==> src/rtl/bin_to_bcd_seq.sv <==
// Sequential double-dabble (shift-and-add-3) binary-to-BCD converter.
// One conversion per start request, N_BITS shift cycles, then a one-cycle
// done pulse with the new digits on bcd. bcd holds between conversions.
// Optional feature macro: BCD_LZ_BLANK_EN (registered leading-zero blank
// flags on the blank port; when undefined blank is tied to zero).
module bin_to_bcd_seq #(
  parameter int N_BITS   = 8,
  parameter int N_DIGITS = 3
) (
  input  logic                    clk,
  input  logic                    rst,
  input  logic                    start,
  input  logic [N_BITS-1:0]       binary,
  output logic                    busy,
  output logic                    done,
  output logic [4*N_DIGITS-1:0]   bcd,
  output logic [N_DIGITS-1:0]     blank
);

  localparam int CW = $clog2(N_BITS + 1);
  localparam int SW = 4 * N_DIGITS;

  typedef enum logic [1:0] {
    S_IDLE,
    S_SHIFT,
    S_DONE
  } state_t;

  state_t          state_reg, state_next;
  logic [N_BITS-1:0] shift_reg, shift_next;
  logic [SW-1:0]   scratch_reg, scratch_next;
  logic [SW-1:0]   adj;
  logic [CW-1:0]   count_reg, count_next;
  logic [SW-1:0]   bcd_reg, bcd_next;
  logic            bcd_load;

  // Add-3 correction on every scratch digit in parallel, before the shift.
  generate
    for (genvar gi = 0; gi < N_DIGITS; gi++) begin : g_adj
      assign adj[4*gi +: 4] = (scratch_reg[4*gi +: 4] >= 4'd5)
                              ? scratch_reg[4*gi +: 4] + 4'd3
                              : scratch_reg[4*gi +: 4];
    end
  endgenerate

  // Next-state, datapath and result-load logic.
  always_comb begin
    state_next   = state_reg;
    shift_next   = shift_reg;
    scratch_next = scratch_reg;
    count_next   = count_reg;
    bcd_next     = bcd_reg;
    bcd_load     = 1'b0;
    case (state_reg)
      S_IDLE: begin
        if (start) begin
          shift_next   = binary;
          scratch_next = '0;
          count_next   = CW'(N_BITS);
          state_next   = S_SHIFT;
        end
      end
      S_SHIFT: begin
        {scratch_next, shift_next} = {adj[SW-2:0], shift_reg, 1'b0};
        count_next = count_reg - 1'b1;
        if (count_reg == CW'(1)) begin
          // Last shift: publish the complete result in one step.
          bcd_load   = 1'b1;
          bcd_next   = {adj[SW-2:0], shift_reg[N_BITS-1]};
          state_next = S_DONE;
        end
      end
      S_DONE: begin
        state_next = S_IDLE;
      end
      default: begin
        state_next = S_IDLE;
      end
    endcase
  end

  // State and datapath registers; reset aborts any conversion at once.
  always_ff @(posedge clk or posedge rst) begin
    if (rst) begin
      state_reg   <= S_IDLE;
      shift_reg   <= '0;
      scratch_reg <= '0;
      count_reg   <= '0;
      bcd_reg     <= '0;
    end else begin
      state_reg   <= state_next;
      shift_reg   <= shift_next;
      scratch_reg <= scratch_next;
      count_reg   <= count_next;
      bcd_reg     <= bcd_next;
    end
  end

  assign busy = (state_reg == S_SHIFT);
  assign done = (state_reg == S_DONE);
  assign bcd  = bcd_reg;

`ifdef BCD_LZ_BLANK_EN
  logic [N_DIGITS-1:0] blank_reg, blank_next;

  // Digit i is blanked when it and every digit above it are zero.
  assign blank_next[0] = 1'b0;
  generate
    for (genvar gi = 1; gi < N_DIGITS; gi++) begin : g_blank
      assign blank_next[gi] = (bcd_next[SW-1:4*gi] == '0);
    end
  endgenerate

  // Blank flags change in the same cycle as bcd.
  always_ff @(posedge clk or posedge rst) begin
    if (rst) begin
      blank_reg <= '0;
    end else if (bcd_load) begin
      blank_reg <= blank_next;
    end
  end

  assign blank = blank_reg;
`else
  assign blank = '0;
`endif

endmodule

==> config.mk <==
export PLATFORM = sky130hd
export DESIGN_NAME = bin_to_bcd_seq
export DESIGN_NICKNAME = d
export VERILOG_FILES = /design/src/rtl/bin_to_bcd_seq.sv
export SDC_FILE = /design/constraint.sdc
export NUM_CORES = 1
export LEC_CHECK = 0
export ABC_CLOCK_PERIOD_IN_PS = 1800
export CAP_MARGIN = 30
export CORE_ASPECT_RATIO = 2
export CORE_MARGIN = 3
export CORE_UTILIZATION = 54
export CTS_BUF_LIST = sky130_fd_sc_hd__clkbuf_16
export CTS_CLUSTER_DIAMETER = 80
export DETAILED_ROUTE_END_ITERATION = 6
export PLACE_DENSITY = 0.79
export REMOVE_ABC_BUFFERS = 1
export SETUP_SLACK_MARGIN = 0.05
export SYNTH_ARGS = -nofsm -noshare
export SYNTH_HDL_FRONTEND = slang
export SYNTH_SLANG_ARGS = --single-unit
==> constraint.sdc <==
create_clock -name clk -period 1.8 [get_ports clk]
set_clock_uncertainty 0.15 [all_clocks]
set_input_delay 0.36 -clock clk [delete_from_list [all_inputs] [get_ports clk]]
set_output_delay 0.36 -clock clk [all_outputs]
set_load 0.01 [all_outputs]
* Word level (Yosys, flattened, before mapping)
Index checks and enable logic that the tools add are counted.
** Operators by class
- Add/sub/neg operators :: 4
- $lt $le $gt $ge :: 3
- Equal/unequal tests :: 5
- Mux-type cells :: 12
- Reductions and logical operators :: 5
** Operator list (number)
- case mux 12 bit (2 select lines) :: 1
- case mux 8 bit (2 select lines) :: 1
- >= comparator 4 x 3 -> 1 bit, second input constant :: 3
- 2-to-1 mux 12 bit :: 1
- 2-to-1 mux 4 bit :: 3
- adder 4 x 2 -> 4 bit, second input constant :: 2
- 2-to-1 mux 8 bit :: 1
- case mux 4 bit (2 select lines) :: 1
- AND reduction 2 bit :: 3
- equality test 4 x 1 -> 1 bit, second input constant :: 1
- 2-to-1 mux 2 bit :: 2
- case mux 2 bit (2 select lines) :: 1
- subtractor 4 x 1 -> 4 bit, second input constant :: 1
- adder 3 x 2 -> 3 bit, second input constant :: 1
- 2-to-1 mux 3 bit :: 1
- equality test 2 x 1 -> 1 bit, second input constant :: 1
- equality test 2 bit, second input constant :: 1
- zero test 2 bit :: 1
- inequality test 2 x 1 -> 1 bit, second input constant :: 1
- inequality test 2 bit, second input constant :: 1
- nonzero test 2 bit :: 1
** Storage, ports and cells
- Flip-flop bits (word level) :: 38
- Input bits :: 11
- Output and inout bits :: 17
- Word-level logic and storage cells :: 34

* Longest topological paths before layout
Gate-level depths: netlist of the first run.
- Depth after elaboration :: 3
- Gate-level depth with buffers :: 7
- Gate-level depth less buffers :: 6

* Worst setup path after synthesis of the first run
OpenSTA, ideal clock, no wires.
- Path kind :: register -> register
- Start :: register count_reg[1]
- End :: register bcd_reg[10], in the netlist bcd[10]
- Library setup time :: 0.125 ns
- Data arrival time :: 1.331 ns
- Required time :: 1.525 ns
- Path slack :: 0.194 ns
- Stages on the path, launching flop included :: 7
- Buffers on the path :: 0
- Clock period less this slack :: 1.606 ns
- Path through :: dfrtp_1 inv_1 ha_1 nor3b_4 nand2_8 inv_6 mux2_4
** On the way
- Cells in the longest elaborated chain, start to end :: 2
** Ends and longest elaborated chain
- start: declaration :: line 33 : logic [CW-1:0] count_reg, count_next;
- start signal: assignment :: line 94 : count_reg <= count_next;
- equality test 4 x 1 -> 1 bit :: line 66 : if (count_reg == CW'(1)) begin
- AND reduction 2 bit (no line)
- end signal: assignment :: line 95 : bcd_reg <= bcd_next;
- end: declaration :: line 34 : logic [SW-1:0] bcd_reg, bcd_next;
Every way passes these cells.
A chain may end at the register's enable or synchronous reset.

* Worst setup path in the final report of the first run
- Start :: register scratch_reg[0]
- End :: register bcd_reg[2], in the netlist bcd[2]
** On the way
- Cells in the longest elaborated chain, start to end :: 2
** Ends and longest elaborated chain
- start: declaration :: line 31 : logic [SW-1:0] scratch_reg, scratch_next;
- start signal: assignment :: line 93 : scratch_reg <= scratch_next;
- adder 4 x 2 -> 4 bit / >= comparator 4 x 3 -> 1 bit (equally long branches) :: line 41, 40
- 2-to-1 mux 4 bit * :: line 41 : ? scratch_reg[4*gi +: 4] + 4'd3
Every way passes the cells marked *; elsewhere a longest branch is shown, timed or not.

==> metrics.md, run 1 <==
| Metric | Value |
|---|---|
| Pins over their slew limit | 0 |
| Cell types occupying the most area after synthesis | dfrtp_1 49%, o21ai_0 5.4%, nand2_1 5.2%, ha_1 5.1%, mux2_4 3.9% |
| Core Region | 3420 um^2 |
| Max-capacitance violation count | 0 |
| IO Pins | 28 |
| Total power of the final layout | 4.65 mW |
| Global-route total usage across every layer | 20.8% |
| Count of buffers inserted at the top-level ports | 24 |
| Clock period minus worst slack | 1.71 ns |
| Type of the setup path with the least slack | reg -> reg |
| Per-cell routed wire length | 15.5 um |
| Synthesized netlist cell count | 184 |
| Area share of the leading cell type in the synthesized netlist | around half |
| Die height | 90.9 um |
| CTS H-Tree Depth | 2 |
| Maximum fanout encountered on the critical timing path | 4 |
| Wire length of the first global-routing pass | 7120 um |
| # clock sinks | 38 |
| Clk Latency, worst-skew pair | around 0.28 ns |
| Worst Reg-to-Reg Cells | 5 |
| Total number of vias | 1455 |
| Count of TritonRoute iterations in the first routing pass | 4 |
| Power density normalized to cell area | 1870 nW/um^2 |
| Pin count of the biggest net entering global routing | 39 |
| Most used flip-flop cell after synthesis | dfrtp_1 |
| CP Data Arrival Time | 1.78 ns |
| Area growth from synthesis to layout | 27.9% |
| Post-layout nets | 242 |
| Final RePlAce weighted congestion | 0.856 |
| Post-Syn Area | 1940 um^2 |
| Comb power frac | a little under 50% |
| Share of the clock period used by the worst path | 94.9% |
| Aggregate routed wire length | 4200 um |
| Result of the run | finished, final reports clean |
| Share of final-layout standard cells stronger than drive strength 1 | 21.5% |
| Estimated wirelength of the detail-placed design | ~3100 um |
| Number of design-rule violations left by the first detailed-router iteration | 27 |
| Area of the die | 4400 um^2 |
| Share of synthesized flip-flops with an asynchronous set or reset | 100% |
| Number of distinct standard cells referenced by the synthesized netlist | 33 |
| Required arrival time at the worst endpoint | approximately 1.9 ns |
| Slack of the worst reg-to-reg path | 0.09 ns |
| Internal power of the cells | around 2.9 mW |
| Highest attainable clock frequency | 585 MHz |
| Share of total power in the clock network | 17.3% |
| TritonCTS clock tree | yes |
| Synthesis Warnings | 0 |
| Average cell area after synthesis | ~11 um^2 |
| Number of enable flip-flop cells after synthesis | 0 |
| Sw Ratio | 38.2% |
| Final global-route overflow total | 0 |
| Setup WS post-layout | 0.0912 ns |
| Leakage power | 1.17 nW |
| Via count of the first global-routing pass | 1511 |
| DRT antenna net count | 0 |
| Worst setup EP type | flip-flop |
| Width of the die | 48.4 um |
| Unrepaired setup endpoints after global routing | false |
| Number of placement rows | 30 |
| Hold Violations, Final | 0 |
| Final design utilization | 72.8% |
| Starting Density | 56.9% |
| Buffer type at the clock tree root | clkbuf_16 |
| Inserted Clock Buffers | 5 |
| Setup_tns | 0 ns |
| Antenna diode count | 0 |
| Worst vdd ir | approximately 1.1 mV |
| Worst hold path class | in -> async |
| Library cell occupying the most area in the post-synthesis netlist | dfrtp_1 |
| Sequential element share of the synthesized area | 48.9% |
| Worst setup slack after placement | around 0.046 ns |
| Launching element type of the critical path | flip-flop |
| Ratio of routed vias to standard cells | about 5.4 |
| #FFs+latches synth | 38 |
| Net Sw Power | 1.78 mW |
| Power share of the sequential group | around a third |
| Worst r2r dst | bcd[2] |
| Reg2reg start | scratch_reg[0] |
| Post-CTS clock slew at the launch and capture registers of the worst setup and hold paths | 0.05 ns |
| Number of antenna violations at the first check in global routing | 0 |
| Setup-violating endpoint count in the final report | 0 |
| Drc violations | 0 |
| Clock tree buffer depth | 2 |
-- logic make-up after synthesis --
kind of cell               synth area share (%)
and+or+nand+nor                            16.0
DFF                                        48.9
muxes                                      5.92
other                                     0.193
xor gates and xnor gates                   1.35
AOI/OAI and AO/OA                          16.7
buffers and inverters                      5.73
adders and majority gates                  5.15
-- placed cells by master (no fill, tap or decap), types with 2 or more instances in the layout --
cell             netlist  layout
a21oi_1               14      13
a21oi_2                3       4
a22o_1                 7       7
and3b_1                7       7
buf_4                  5      14
clkbuf_16              0       5
clkdlybuf4s50_1        0      22
conb_1                 1       3
dfrtp_1               38      38
dlygate4sd2_1          0       2
ha_1                   8       6
inv_1                  9       7
inv_2                  0       4
mux2_4                 5       5
mux2i_1                4       3
nand2_1               27      27
nand2b_1               4       3
nand2b_4               1       2
nor2_1                 4       4
nor3b_1                4       3
o21ai_0               21      21
o21ai_2                4       4
xnor2_1                3       3
-- power by group through the flow --
stage | registers [mW] | logic [mW] | clock network (mW)
final | 1.58 | 2.26 | 0.807
after global routing | 1.63 | 2.51 | 0.867
after CTS | 1.57 | 2.14 | 0.818
after detailed placement | 1.58 | 2.14 | 0
after global placement | 1.55 | 2.03 | 0
after floorplan | 1.59 | 1.29 | 0
-- Yosys cell counts (4+ instances only) --
cell type,n
a21oi_1,14
a22o_1,7
and3b_1,7
buf_4,5
dfrtp_1,38
ha_1,8
inv_1,9
mux2_4,5
mux2i_1,4
nand2_1,27
nand2b_1,4
nor2_1,4
nor3b_1,4
o21ai_0,21
o21ai_2,4
-- layer usage --
metal  vias up  global-route usage [%]  wire length, um
li1        700                       -                -
met1       703                    23.0             1590
met2        41                    37.2             2340
met3        11                    4.30              160
met4         0                    9.50              105
met5         -                       0                0
-- layout make-up --
| type | count | area, um^2 |
|---|---|---|
| tap | 48 | 60.1 |
| clock buffer | 5 | 125 |
| clock inverter | 2 | 7.51 |
| multi-input combinational | 128 | 925 |
| fill | 238 | 928 |
| inverter | 11 | 56.3 |
| sequential | 38 | 951 |
| timing repair buffer | 39 | 363 |
-- stage by stage --
stage	cells	hold slack [ns]	instance area [um^2]
floorplan	177	0.300	1890
global placement	260	0.311	2280
detailed placement	260	0.317	2280
CTS	267	0.295	2410
global route	271	0.311	2490
finish	271	0.277	2490
-- how the worst max path moves through the flow --
stage,startpoint,end,cells after the start
after floorplan,state_reg[0],count_reg[3],3
after global placement,count_reg[1],bcd[6],6
after detailed placement,count_reg[1],bcd[6],6
after CTS,scratch_reg[4],bcd[6],6
after global routing,count_reg[1],bcd[6],6
final,scratch_reg[0],bcd[2],5
-- critical path: stages, from the launching register on --
cell and delay, ns:
dfrtp_1 0.41, ha_1 0.23, nand2b_1 0.18, a21oi_2 0.23
mux2i_2 0.28, mux2_4 0.18
-- what timing repair did --
| action | CTS | global route |
|---|---|---|
| setup buffers | 0 | 4 |
| pin swaps | 0 | 4 |
| setup endpoints to repair | 2 | 8 |
| gates resized for setup | 2 | 13 |
| hold buffers | 0 | 0 |
Power figures use the tool's default switching activity.
==> run 2, diff against run 1 <==
Settings changed: SLEW_MARGIN from default to 0.
==> results of run 2 <==
The final DEF is identical to that of run 1; final timing and power are the same.
